**src/rtl/ysyx_23060208_isram.sv**
```systemverilog
// Instruction SRAM read slave (AR/R channels) with a fixed or pseudo-random response latency.
// Define ISRAM_RAND_DELAY_EN to draw each request's latency (0..3) from a 4-bit LFSR instead of FIXED_LAT.
module ysyx_23060208_isram #(
   parameter int unsigned             DATA_WIDTH = 32,
   parameter logic [DATA_WIDTH-1:0]   ADDR_BASE  = 32'h8000_0000,
   parameter int unsigned             DEPTH_LOG2 = 12,
   parameter int unsigned             FIXED_LAT  = 1,
   parameter                          INIT_FILE  = ""
) (
   input  logic                  clk,
   input  logic                  rst,
   input  logic [DATA_WIDTH-1:0] araddr,
   input  logic                  arvalid,
   output logic                  arready,
   output logic [DATA_WIDTH-1:0] rdata,
   output logic                  rvalid,
   output logic [1:0]            rresp,
   input  logic                  rready
);

   localparam logic [1:0]            RESP_OKAY   = 2'b00;
   localparam logic [1:0]            RESP_SLVERR = 2'b10;
   localparam logic [DATA_WIDTH-1:0] MEM_BYTES   = DATA_WIDTH'(4) << DEPTH_LOG2;

   typedef enum logic [1:0] {
      IDLE,
      WAIT,
      RESP
   } state_e;

   logic [DATA_WIDTH-1:0] mem [0:(1<<DEPTH_LOG2)-1];

   state_e                state_q;
   logic [3:0]            cnt_q;
   logic [DATA_WIDTH-1:0] addr_q;
   logic                  arready_q;
   logic                  rvalid_q;
   logic [DATA_WIDTH-1:0] rdata_q;
   logic [1:0]            rresp_q;

   logic [DATA_WIDTH-1:0] rd_off;
   logic [DEPTH_LOG2-1:0] rd_idx;
   logic                  rd_err;
   logic [3:0]            lat_d;

   // Backdoor patch port; shares the bus decode, so misaligned or out-of-range writes are dropped.
   task isram_write(input logic [DATA_WIDTH-1:0] addr, input logic [DATA_WIDTH-1:0] data);
      logic [DATA_WIDTH-1:0] off;
      off = addr - ADDR_BASE;
      if (off[1:0] == 2'b00 && off < MEM_BYTES) mem[off[DEPTH_LOG2+1:2]] = data;
   endtask

`ifdef ISRAM_RAND_DELAY_EN
   logic [3:0] lfsr_q;

   always_ff @(posedge clk) begin
      if (rst) lfsr_q <= 4'b1001;
      else     lfsr_q <= {lfsr_q[2:0], lfsr_q[3] ^ lfsr_q[2]};
   end

   always_comb lat_d = {2'b00, lfsr_q[1:0]};
`else
   always_comb lat_d = FIXED_LAT[3:0];
`endif

   // An address below ADDR_BASE wraps to a huge offset and falls into the range error.
   always_comb begin
      rd_off = addr_q - ADDR_BASE;
      rd_idx = rd_off[DEPTH_LOG2+1:2];
      rd_err = (rd_off[1:0] != 2'b00) || (rd_off >= MEM_BYTES);
   end

   // WAIT with cnt_q==0 is the registered memory read, so a zero-latency request still
   // spends one cycle there before rvalid rises.
   always_ff @(posedge clk) begin
      if (rst) begin
         state_q   <= IDLE;
         cnt_q     <= '0;
         addr_q    <= '0;
         arready_q <= 1'b0;
         rvalid_q  <= 1'b0;
         rdata_q   <= '0;
         rresp_q   <= RESP_OKAY;
      end else begin
         case (state_q)
            IDLE: begin
               if (arvalid && arready_q) begin
                  addr_q    <= araddr;
                  cnt_q     <= lat_d;
                  arready_q <= 1'b0;
                  state_q   <= WAIT;
               end else begin
                  arready_q <= 1'b1;
               end
            end
            WAIT: begin
               if (cnt_q == 4'd0) begin
                  rvalid_q <= 1'b1;
                  rdata_q  <= rd_err ? '0 : mem[rd_idx];
                  rresp_q  <= rd_err ? RESP_SLVERR : RESP_OKAY;
                  state_q  <= RESP;
               end else begin
                  cnt_q <= cnt_q - 4'd1;
               end
            end
            RESP: begin
               if (rready) begin
                  rvalid_q  <= 1'b0;
                  arready_q <= 1'b1;
                  state_q   <= IDLE;
               end
            end
            default: begin
               arready_q <= 1'b0;
               rvalid_q  <= 1'b0;
               state_q   <= IDLE;
            end
         endcase
      end
   end

   assign arready = arready_q;
   assign rvalid  = rvalid_q;
   assign rdata   = rdata_q;
   assign rresp   = rresp_q;

endmodule

```
**config.mk**
```make
export PLATFORM = sky130hd
export DESIGN_NAME = ysyx_23060208_isram
export DESIGN_NICKNAME = d
export VERILOG_FILES = /design/src/rtl/ysyx_23060208_isram.sv
export SDC_FILE = /design/constraint.sdc
export NUM_CORES = 1
export LEC_CHECK = 0
export BUFFER_PORTS_ARGS = -buffer_cell sky130_fd_sc_hd__buf_4
export CORE_MARGIN = 8
export CORE_UTILIZATION = 47
export CTS_CLUSTER_DIAMETER = 150
export DETAILED_ROUTE_END_ITERATION = 10
export HOLD_SLACK_MARGIN = 0.12
export PLACE_DENSITY = 0.82
export SYNTH_ARGS = -nofsm -noshare
export SYNTH_HDL_FRONTEND = slang
export SYNTH_SLANG_ARGS = --single-unit
```
**constraint.sdc**
```tcl
create_clock -name clk -period 2.1 [get_ports clk]
set_input_delay 0 -clock clk [delete_from_list [all_inputs] [get_ports clk]]
set_output_delay 0 -clock clk [all_outputs]
set_load 0.01 [all_outputs]
```
==> results of run 1 <==
## metal layers
| metal | up-vias | routed length, um |
|---|---|---|
| li1 | 648 | - |
| met1 | 603 | 1360 |
| met2 | 44 | 1800 |
| met3 | 6 | 250 |
| met4 | 0 | 63 |
| met5 | - | 0 |
## critical path: cells and delay by family (launching register included)
kind	cells	cell delay, ns
and+or+nand+nor	2	0.73
DFF	1	0.37
buffers and inverters	1	0.57
AOI/OAI and AO/OA	1	0.21
## report_power, final
part	internal [uW]	switching, uW	leakage (uW)	total [uW]
logic	126	121	0.000621	246
registers	580	18.8	0.000236	599
clock network	116	191	0.0000269	306
total	822	330	0.000884	1150
## cell type report
type                       count  area share
clock buffer                   5      0.0192
clock inverter                 1     0.00256
inverter                       3     0.00576
multi-input combinational    134       0.336
sequential                    29       0.297
tap                           33      0.0211
timing repair buffer          69       0.319
## cells in the mapped netlist, types with 3 or more instances
cell	number
sky130_fd_sc_hd__nor4_1	3
sky130_fd_sc_hd__clkbuf_1	4
sky130_fd_sc_hd__buf_2	8
sky130_fd_sc_hd__a21oi_1	27
sky130_fd_sc_hd__a211oi_1	3
sky130_fd_sc_hd__dfxtp_1	29
sky130_fd_sc_hd__or4_1	4
sky130_fd_sc_hd__o21ai_0	3
sky130_fd_sc_hd__inv_1	3
sky130_fd_sc_hd__nand2_1	42
sky130_fd_sc_hd__buf_4	33
## metrics by stage
step           cells  hold slack, ns  setup WS, ns
6_report         274           0.269         0.166
5_1_grt          274           0.289        0.0471
4_1_cts          274           0.267         0.260
3_5_place_dp     226           0.256         0.499
3_3_place_gp     226           0.249         0.531
2_1_floorplan    211           0.136         0.656
## registers in the layout, summed over array words and instances (netlist names)
register	count
addr_q	20
arready	1
cnt_q	4
rresp	1
rvalid	1
state_q	2
## cell usage in the layout (no fill, tap or decap), types with 4 or more instances in the layout
cell type / instances
sky130_fd_sc_hd__dfxtp_1: 29
sky130_fd_sc_hd__conb_1: 33
sky130_fd_sc_hd__dlygate4sd3_1: 42
sky130_fd_sc_hd__a21oi_1: 27
sky130_fd_sc_hd__nand2_1: 42
sky130_fd_sc_hd__buf_4: 27
sky130_fd_sc_hd__clkbuf_4: 5
sky130_fd_sc_hd__or4_1: 4
## worst max path at each step
stage | to | startpoint | cells after the start | slack, ns
floorplan | rresp[1] | cnt_q[0] | 5 | 0.66
global placement | rresp[1] | cnt_q[0] | 5 | 0.53
detailed placement | rresp[1] | cnt_q[0] | 5 | 0.50
CTS | addr_q[31] | state_q[0] | 4 | 0.26
global route | addr_q[19] | state_q[0] | 4 | 0.05
finish | addr_q[19] | state_q[0] | 4 | 0.17
## kinds of logic (layout without fill, tap and decap cells)
kind of cell	Yosys count	count (layout)	synth area share
buffers and inverters	48	78	0.219
other	1	33	0.00262
and+or+nand+nor	65	65	0.229
AOI/OAI and AO/OA	34	34	0.126
DFF	29	29	0.406
adders and majority gates	2	2	0.0175
==> impl_metrics.json, run 1 <==
{
  "timing.final.max_slew_violations": 0,
  "num-fill-cells": 240,
  "post_cts_resized": 0,
  "postSynthAreaPerCell_um2": 8.00,
  "ys_warn_count": 0,
  "busiest_layer": "met2",
  "initial_core_util": 0.481,
  "track_usage": 0.142,
  "final_util": 0.657,
  "synth.yosys.seq_area_share": 0.406,
  "diodes": 0,
  "layout.nets": 280,
  "timing.hold.worst.class": "input port to flop",
  "postSynth.asyncResetShare": 0,
  "tritoncts": "built",
  "post_synth_instance_area_mm2": 0.00143,
  "rsz0062_at_grt": "false",
  "i_o_pin_count": 72,
  "antenna_violations_before_repair": 0,
  "ff_latch_area_um2": 581,
  "cts-buffers-inserted": 5,
  "fin_total_pwr_uw": 1150,
  "timing.max_slew.rel_slack": 0.540,
  "layout_worst_path_cycle_share": 0.921,
  "critPathArrivalTime_ns": 2.21,
  "die-width_um": 71.2,
  "crit_path_top_delay_cell": "sky130_fd_sc_hd__and4bb_2",
  "insertion_delay_ns": 0.34,
  "syn2layout_area_growth_pct": 36.6,
  "ratio_of_total_power_to_cell_area_mw_per_mm2": 589,
  "setup.worst_path.class": "flop to flop",
  "drt-vias-per-instance": 4.75,
  "wirelength_um": 3470,
  "tightestPinTransition_ns": 0.688,
  "worstPathCellList": "and4bb_2, nand2_1, a21oi_1, dlygate4sd3_1",
  "synth-seq-cells": 29,
  "grt_pass1_wl_um": 5780,
  "cts_hold_buf": 42,
  "synthCells": 179,
  "timing.setup.tns_ns": 0,
  "dr.first_iter.drc_count": 30,
  "numClockSinks": 29,
  "ys_dominant_reg_cell": "sky130_fd_sc_hd__dfxtp_1",
  "detailedPlacementHpwl_um": 2010,
  "wl_per_cell_um": 12.7,
  "ir_worst_vdd_v": 0.000447,
  "global_route.usage.met3": 0.0650,
  "hold_viol_final": 0,
  "hold_path_startpoint": "arvalid",
  "clk_pin_slew_ns": 0.10,
  "worst_path_largest_cell_delay_ns": 0.58,
  "post-synth-top-area-cell": "sky130_fd_sc_hd__dfxtp_1",
  "holdPathStages": 5,
  "drc": 0,
  "critical_path_source_type": "flop",
  "globalRouteOverflowTotal": 0,
  "placementRows": 20,
  "endpoint_type_of_the_worst_setup_path": "flop",
  "total_leakage_power_uw": 0.000884,
  "antenna_violating_nets_post_route": 0,
  "synth_top_cell_area_share": 0.406,
  "drive_above_1_share": 0.154,
  "worst_clock_skew_ns": 0.0151,
  "met1_usage": 0.123,
  "post-route-min-period_ns": 1.93,
  "netlist-cell-type-count": 26,
  "max_freq_mhz": 517,
  "synth_edf_count": 0,
  "critical_path.reg2reg.startpoint": "state_q[0]",
  "die-area_mm2": 0.00507,
  "worstHoldEndpoint": "cnt_q[1]",
  "outcome": "completed",
  "r2r_end": "addr_q[19]",
  "setup_violations": 0,
  "r2r.worst_path.cells": 4,
  "max-clock-path-buffers": 2,
  "maxCapViolations": 0,
  "route.vias.total": 1301,
  "cp.required_ns": 2.38,
  "ys_top_cells_by_area": "sky130_fd_sc_hd__dfxtp_1 (41%), sky130_fd_sc_hd__buf_4 (17%), sky130_fd_sc_hd__nand2_1 (11%), sky130_fd_sc_hd__a21oi_1 (9.4%), sky130_fd_sc_hd__buf_2 (2.8%)",
  "multi_input_combinational_cell_area_um2": 657,
  "critical_path.max_fanout": 21,
  "vias_in_the_first_global_route": 1365,
  "core_area_mm2": 0.00298,
  "place_area_mm2": 0.00149,
  "number_of_buffers_added_on_ports": 26,
  "grt_max_degree": 28,
  "cts.repair_timing.setup_buffer_count": 0,
  "clock_tree.root_cell": "sky130_fd_sc_hd__clkbuf_4",
  "globalplace.congestion": 0.796,
  "fp.dieH_um": 71.2,
  "r2r_slack_ns": 0.17,
  "h-tree-depth": 2,
  "first_pass_iters": 4,
  "fin_area_mm2": 0.00196,
  "groute.layer.met2.usage": 0.272
}
No activity file was read; power rests on OpenSTA's default activity.
==> inputs of run 2 (changes only) <==
CELL_PAD_IN_SITES_DETAIL_PLACEMENT = 1   (was unset)
CELL_PAD_IN_SITES_GLOBAL_PLACEMENT = 2   (was unset)
CORE_UTILIZATION = 25   (was 47)
PLACE_DENSITY = unset   (was 0.82)
PLACE_DENSITY_LB_ADDON = 0.1   (was unset)
==> run 2 against run 1 <==
  * Hold slack improved by 0.17 ns
  * Final cell count rose by 9.5%
  * Utilization fell by 31 points
  * Via count fell by 5.8%
  * Register-to-register slack improved by 0.05 ns
  * Final area fell by 2.4%
  * Power rose by 12%
  * Largest cell class unchanged
  * Largest power group unchanged
  * Highest routed layer unchanged
==> impl_metrics.json, run 2 (synthesis gave the netlist of run 1 again) <==
{
  "outcome": "completed",
  "cp.required_ns": 2.26,
  "h-tree-depth": 2,
  "timing.max_slew.rel_slack": 0.488,
  "clock_tree.root_cell": "sky130_fd_sc_hd__clkbuf_8",
  "finalHoldWorstSlack_ns": 0.440,
  "drive_above_1_share": 0.162,
  "ratio_of_total_power_to_cell_area_mw_per_mm2": 674,
  "antenna_violating_nets_post_route": 0,
  "r2r.worst_path.cells": 4,
  "ir_worst_vdd_v": 0.000295,
  "numClockSinks": 29,
  "die-width_um": 91.7,
  "max_reg_flops": 20,
  "hold_viol_final": 0,
  "place_area_mm2": 0.00154,
  "r2r_end": "addr_q[30]",
  "first_pass_iters": 2,
  "critical_path_source_type": "flop",
  "r2r_slack_ns": 0.21,
  "syn2layout_area_growth_pct": 33.3,
  "grt_max_degree": 28,
  "globalplace.congestion": 0.684,
  "layout.nets": 266,
  "max_freq_mhz": 530,
  "timing.hold.worst.class": "input port to flop",
  "worst_clock_skew_ns": 0.00594,
  "route.vias.total": 1225,
  "worstSetupStartpoint": "state_q[0]",
  "drt-vias-per-instance": 4.08,
  "post_cts_resized": 0,
  "drc": 0,
  "layout_worst_path_cycle_share": 0.899,
  "track_usage": 0.0913,
  "placementRows": 27,
  "critPathArrivalTime_ns": 2.05,
  "timing.final.max_slew_violations": 0,
  "die-area_mm2": 0.00840,
  "diodes": 0,
  "setup_violations": 0,
  "antenna_violations_before_repair": 0,
  "vias_in_the_first_global_route": 1307,
  "detailedPlacementHpwl_um": 2680,
  "hold_path_startpoint": "arvalid",
  "critical_path.reg2reg.startpoint": "state_q[0]",
  "num-fill-cells": 676,
  "number_of_buffers_added_on_ports": 26,
  "maxCapViolations": 0,
  "cts.repair_timing.setup_buffer_count": 0,
  "grt_pass1_wl_um": 6210,
  "largest_registers": "addr_q (20), cnt_q (4), state_q (2)",
  "cts_hold_buf": 28,
  "critical_path.max_fanout": 11,
  "capture_point_of_the_critical_path": "addr_q[30]",
  "tightestPinTransition_ns": 0.766,
  "globalRouteOverflowTotal": 0,
  "cts-buffers-inserted": 5,
  "tritoncts": "built",
  "wl_per_cell_um": 12.8,
  "insertion_delay_ns": 0.27,
  "fin_area_mm2": 0.00191,
  "fp.dieH_um": 91.7,
  "i_o_pin_count": 72,
  "registers.top_by_ff_count": "addr_q",
  "dr.first_iter.drc_count": 22,
  "timing.setup.tns_ns": 0,
  "endpoint_type_of_the_worst_setup_path": "flop",
  "post-route-min-period_ns": 1.89,
  "clk_pin_slew_ns": 0.06,
  "initial_core_util": 0.260,
  "max-clock-path-buffers": 2,
  "rsz0062_at_grt": "false",
  "most-common-layout-cells": "sky130_fd_sc_hd__nand2_1 (42), sky130_fd_sc_hd__conb_1 (33), sky130_fd_sc_hd__dfxtp_1 (29)",
  "core_area_mm2": 0.00551,
  "setup.worst_path.class": "flop to flop",
  "total_leakage_power_uw": 0.000809,
  "wirelength_um": 3840,
  "layout_commonest_cell": "sky130_fd_sc_hd__nand2_1"
}
## run 2: cell count changes in the layout (fill, tap and decap cells not counted), sizes merged
cell         delta
dlygate4sd3    -14
clkbuf          +2
clkinv          -1
## run 2: how the worst min path moves through the flow
stage            endpoint  slack, ns  depth (start not counted)
2_1_floorplan  addr_q[14]       0.14                          2
3_3_place_gp   addr_q[24]       0.25                          3
3_5_place_dp   addr_q[27]       0.26                          3
4_1_cts        addr_q[24]       0.45                          4
5_1_grt        addr_q[24]       0.47                          4
6_report       addr_q[24]       0.44                          4
## run 2: cell type report
cell class / instances / area [um^2] / share of cell area
well taps: 72 / 90.1 / 0.0472
clock buffers: 7 / 86.3 / 0.0452
repair buffers: 55 / 483 / 0.253
flip-flops and latches: 29 / 581 / 0.304
multi-input cells: 134 / 657 / 0.344
inverters: 3 / 11.3 / 0.00590
## run 2: per-layer routing
layer,wire (um),track usage,part of all wire
met1,1470,0.0852,0.38
met3,253,0.0399,0.066
met5,0,0,0
met4,36,0.0327,0.0094
met2,2080,0.172,0.54
## run 2: stage by stage
| stage | setup WS, ns | total power, uW | std cells | util |
|---|---|---|---|---|
| 6_report | 0.213 | 1290 | 300 | 0.347 |
| 5_1_grt | 0.0213 | 1360 | 300 | 0.347 |
| 4_1_cts | 0.200 | 1310 | 300 | 0.347 |
| 3_5_place_dp | 0.352 | 801 | 265 | 0.280 |
| 3_3_place_gp | 0.490 | 794 | 265 | 0.280 |
| 2_1_floorplan | 0.656 | 779 | 211 | - |
## run 2: power by group
group          total, uW  switching [uW]  internal (uW)
logic                230             121            109
clock network        456             197            259
registers            601            19.3            581
## run 2: critical path, stage by stage, from the launching register on
cell and delay (ns):
sky130_fd_sc_hd__dfxtp_1 0.36, sky130_fd_sc_hd__nand4bb_1 0.54, sky130_fd_sc_hd__nand2_1 0.22, sky130_fd_sc_hd__a21oi_1 0.08
sky130_fd_sc_hd__dlygate4sd3_1 0.56
==> inputs of run 3 (changes only) <==
CORE_UTILIZATION = 23   (was 25)
clock period = 1.94 ns   (was 2.1 ns; I/O delays follow)
==> run 3 against run 2 <==
  * Sequential cell count unchanged
  * Utilization rose by 0.26 points
  * Final area is 9.0% higher
  * Largest power group unchanged
  * Wire length is 5.8% higher
  * Critical endpoint is now state_q[1]
  * Critical path type unchanged
==> impl_metrics.json, run 3 (synthesis gave the netlist of run 1 again) <==
{
  "layout.nets": 282,
  "antenna_violating_nets_post_route": 0,
  "route.vias.total": 1328,
  "most-common-layout-cells": "sky130_fd_sc_hd__nand2_1 (42), sky130_fd_sc_hd__dlygate4sd3_1 (41), sky130_fd_sc_hd__conb_1 (33)",
  "vias_in_the_first_global_route": 1450,
  "cts-buffers-inserted": 5,
  "layout_worst_path_cycle_share": 0.910,
  "drc": 0,
  "timing.hold.worst.class": "input port to flop",
  "first_pass_iters": 2,
  "ir_worst_vdd_v": 0.000246,
  "fin_area_mm2": 0.00208,
  "drt-vias-per-instance": 4.16,
  "fp.dieH_um": 94.9,
  "max_freq_mhz": 567,
  "worstSetupStartpoint": "cnt_q[0]",
  "tritoncts": "built",
  "i_o_pin_count": 72,
  "busiest_layer": "met2",
  "r2r_slack_ns": 0.18,
  "wirelength_um": 4060,
  "critical_path.max_fanout": 5,
  "setup_violations": 0,
  "place_area_mm2": 0.00156,
  "number_of_buffers_added_on_ports": 26,
  "rsz0062_at_grt": "false",
  "timing.final.max_slew_violations": 0,
  "maxCapViolations": 0,
  "die-area_mm2": 0.00900,
  "post-route-min-period_ns": 1.76,
  "critical_path_source_type": "flop",
  "hold_viol_final": 0,
  "timing.setup.tns_ns": 0,
  "track_usage": 0.0954,
  "detailedPlacementHpwl_um": 2870,
  "r2r.worst_path.cells": 7,
  "critical_path.reg2reg.startpoint": "cnt_q[0]",
  "clock_tree.root_cell": "sky130_fd_sc_hd__clkbuf_8",
  "worstHoldEndpoint": "state_q[0]",
  "layout_commonest_cell": "sky130_fd_sc_hd__nand2_1",
  "globalRouteOverflowTotal": 0,
  "clk_pin_slew_ns": 0.06,
  "outcome": "completed",
  "die-width_um": 94.9,
  "final_util": 0.349,
  "ratio_of_total_power_to_cell_area_mw_per_mm2": 690,
  "critPathArrivalTime_ns": 1.99,
  "groute.layer.met2.usage": 0.175,
  "insertion_delay_ns": 0.28,
  "diodes": 0,
  "hold_path_startpoint": "arvalid",
  "max-clock-path-buffers": 2,
  "largest_registers": "addr_q (20), cnt_q (4), state_q (2)",
  "grt_max_degree": 28,
  "syn2layout_area_growth_pct": 45.3,
  "placementRows": 28,
  "initial_core_util": 0.240,
  "antenna_violations_before_repair": 0,
  "numClockSinks": 29,
  "max_reg_flops": 20,
  "worst_clock_skew_ns": 0.00258,
  "cp.required_ns": 2.16,
  "global_route.usage.met3": 0.0294,
  "core_area_mm2": 0.00596,
  "holdPathStages": 4,
  "drive_above_1_share": 0.172,
  "endpoint_type_of_the_worst_setup_path": "flop",
  "total_leakage_power_uw": 0.000917,
  "registers.top_by_ff_count": "addr_q",
  "met1_usage": 0.0970,
  "globalplace.congestion": 0.671,
  "h-tree-depth": 2,
  "dr.first_iter.drc_count": 30,
  "r2r_end": "state_q[1]",
  "setup.worst_path.class": "flop to flop",
  "wl_per_cell_um": 12.7,
  "grt_pass1_wl_um": 6630
}
[run 3: cell types whose count changed in the layout (fill, tap and decap cells not counted), sizes merged]
cell         change
dlygate4sd3     +13
buf              +3
[run 3: critical path: stages, from the launching register on]
cell and delay, ns:
sky130_fd_sc_hd__dfxtp_1 0.32, sky130_fd_sc_hd__inv_2 0.08, sky130_fd_sc_hd__ha_1 0.17, sky130_fd_sc_hd__nor3b_4 0.21, sky130_fd_sc_hd__buf_4 0.17, sky130_fd_sc_hd__nand2_1 0.08, sky130_fd_sc_hd__a21oi_1 0.13, sky130_fd_sc_hd__dlygate4sd3_1 0.56
[run 3: through the flow]
stage,std cells,total power [uW],hold WS [ns],setup WS (ns)
floorplan,211,843,0.136,0.496
global placement,270,868,0.248,0.420
detailed placement,270,877,0.260,0.381
CTS,318,1450,0.341,0.0244
global route,319,1520,0.281,0.00394
finish,319,1440,0.242,0.175
[run 3: worst max path at each step]
stage	to	slack, ns	cells past startpoint
floorplan	rresp[1]	0.50	5
global placement	rresp[1]	0.42	5
detailed placement	rresp[1]	0.38	5
CTS	state_q[1]	0.02	7
global route	state_q[1]	0.004	7
finish	state_q[1]	0.18	7
[run 3: metal layers]
layer	vias to the layer above	routed length, um
met5	-	0
met4	0	67
met3	9	178
met2	28	2150
met1	638	1670
li1	653	-
[run 3: final cells by class]
class | count | area [um^2]
Clock buffer | 7 | 86.3
Fill cell | 732 | 3880
Inverter | 3 | 11.3
Multi-Input combinational cell | 134 | 672
Sequential cell | 29 | 581
Tap cell | 75 | 93.8
Timing Repair Buffer | 71 | 636
[run 3: power breakdown]
part           internal, uW  switching [uW]  leakage [uW]
registers               629            21.7      0.000236
logic                   147             137      0.000636
clock network           281             219     0.0000443
[run 3: what timing repair did]
action / 4_1_cts / 5_1_grt
endpoints found under the setup margin: 0 / 12
resized for setup: 0 / 4
endpoints found under the hold margin: 25 / 0
setup buffers: 0 / 1
hold buffers: 41 / 0
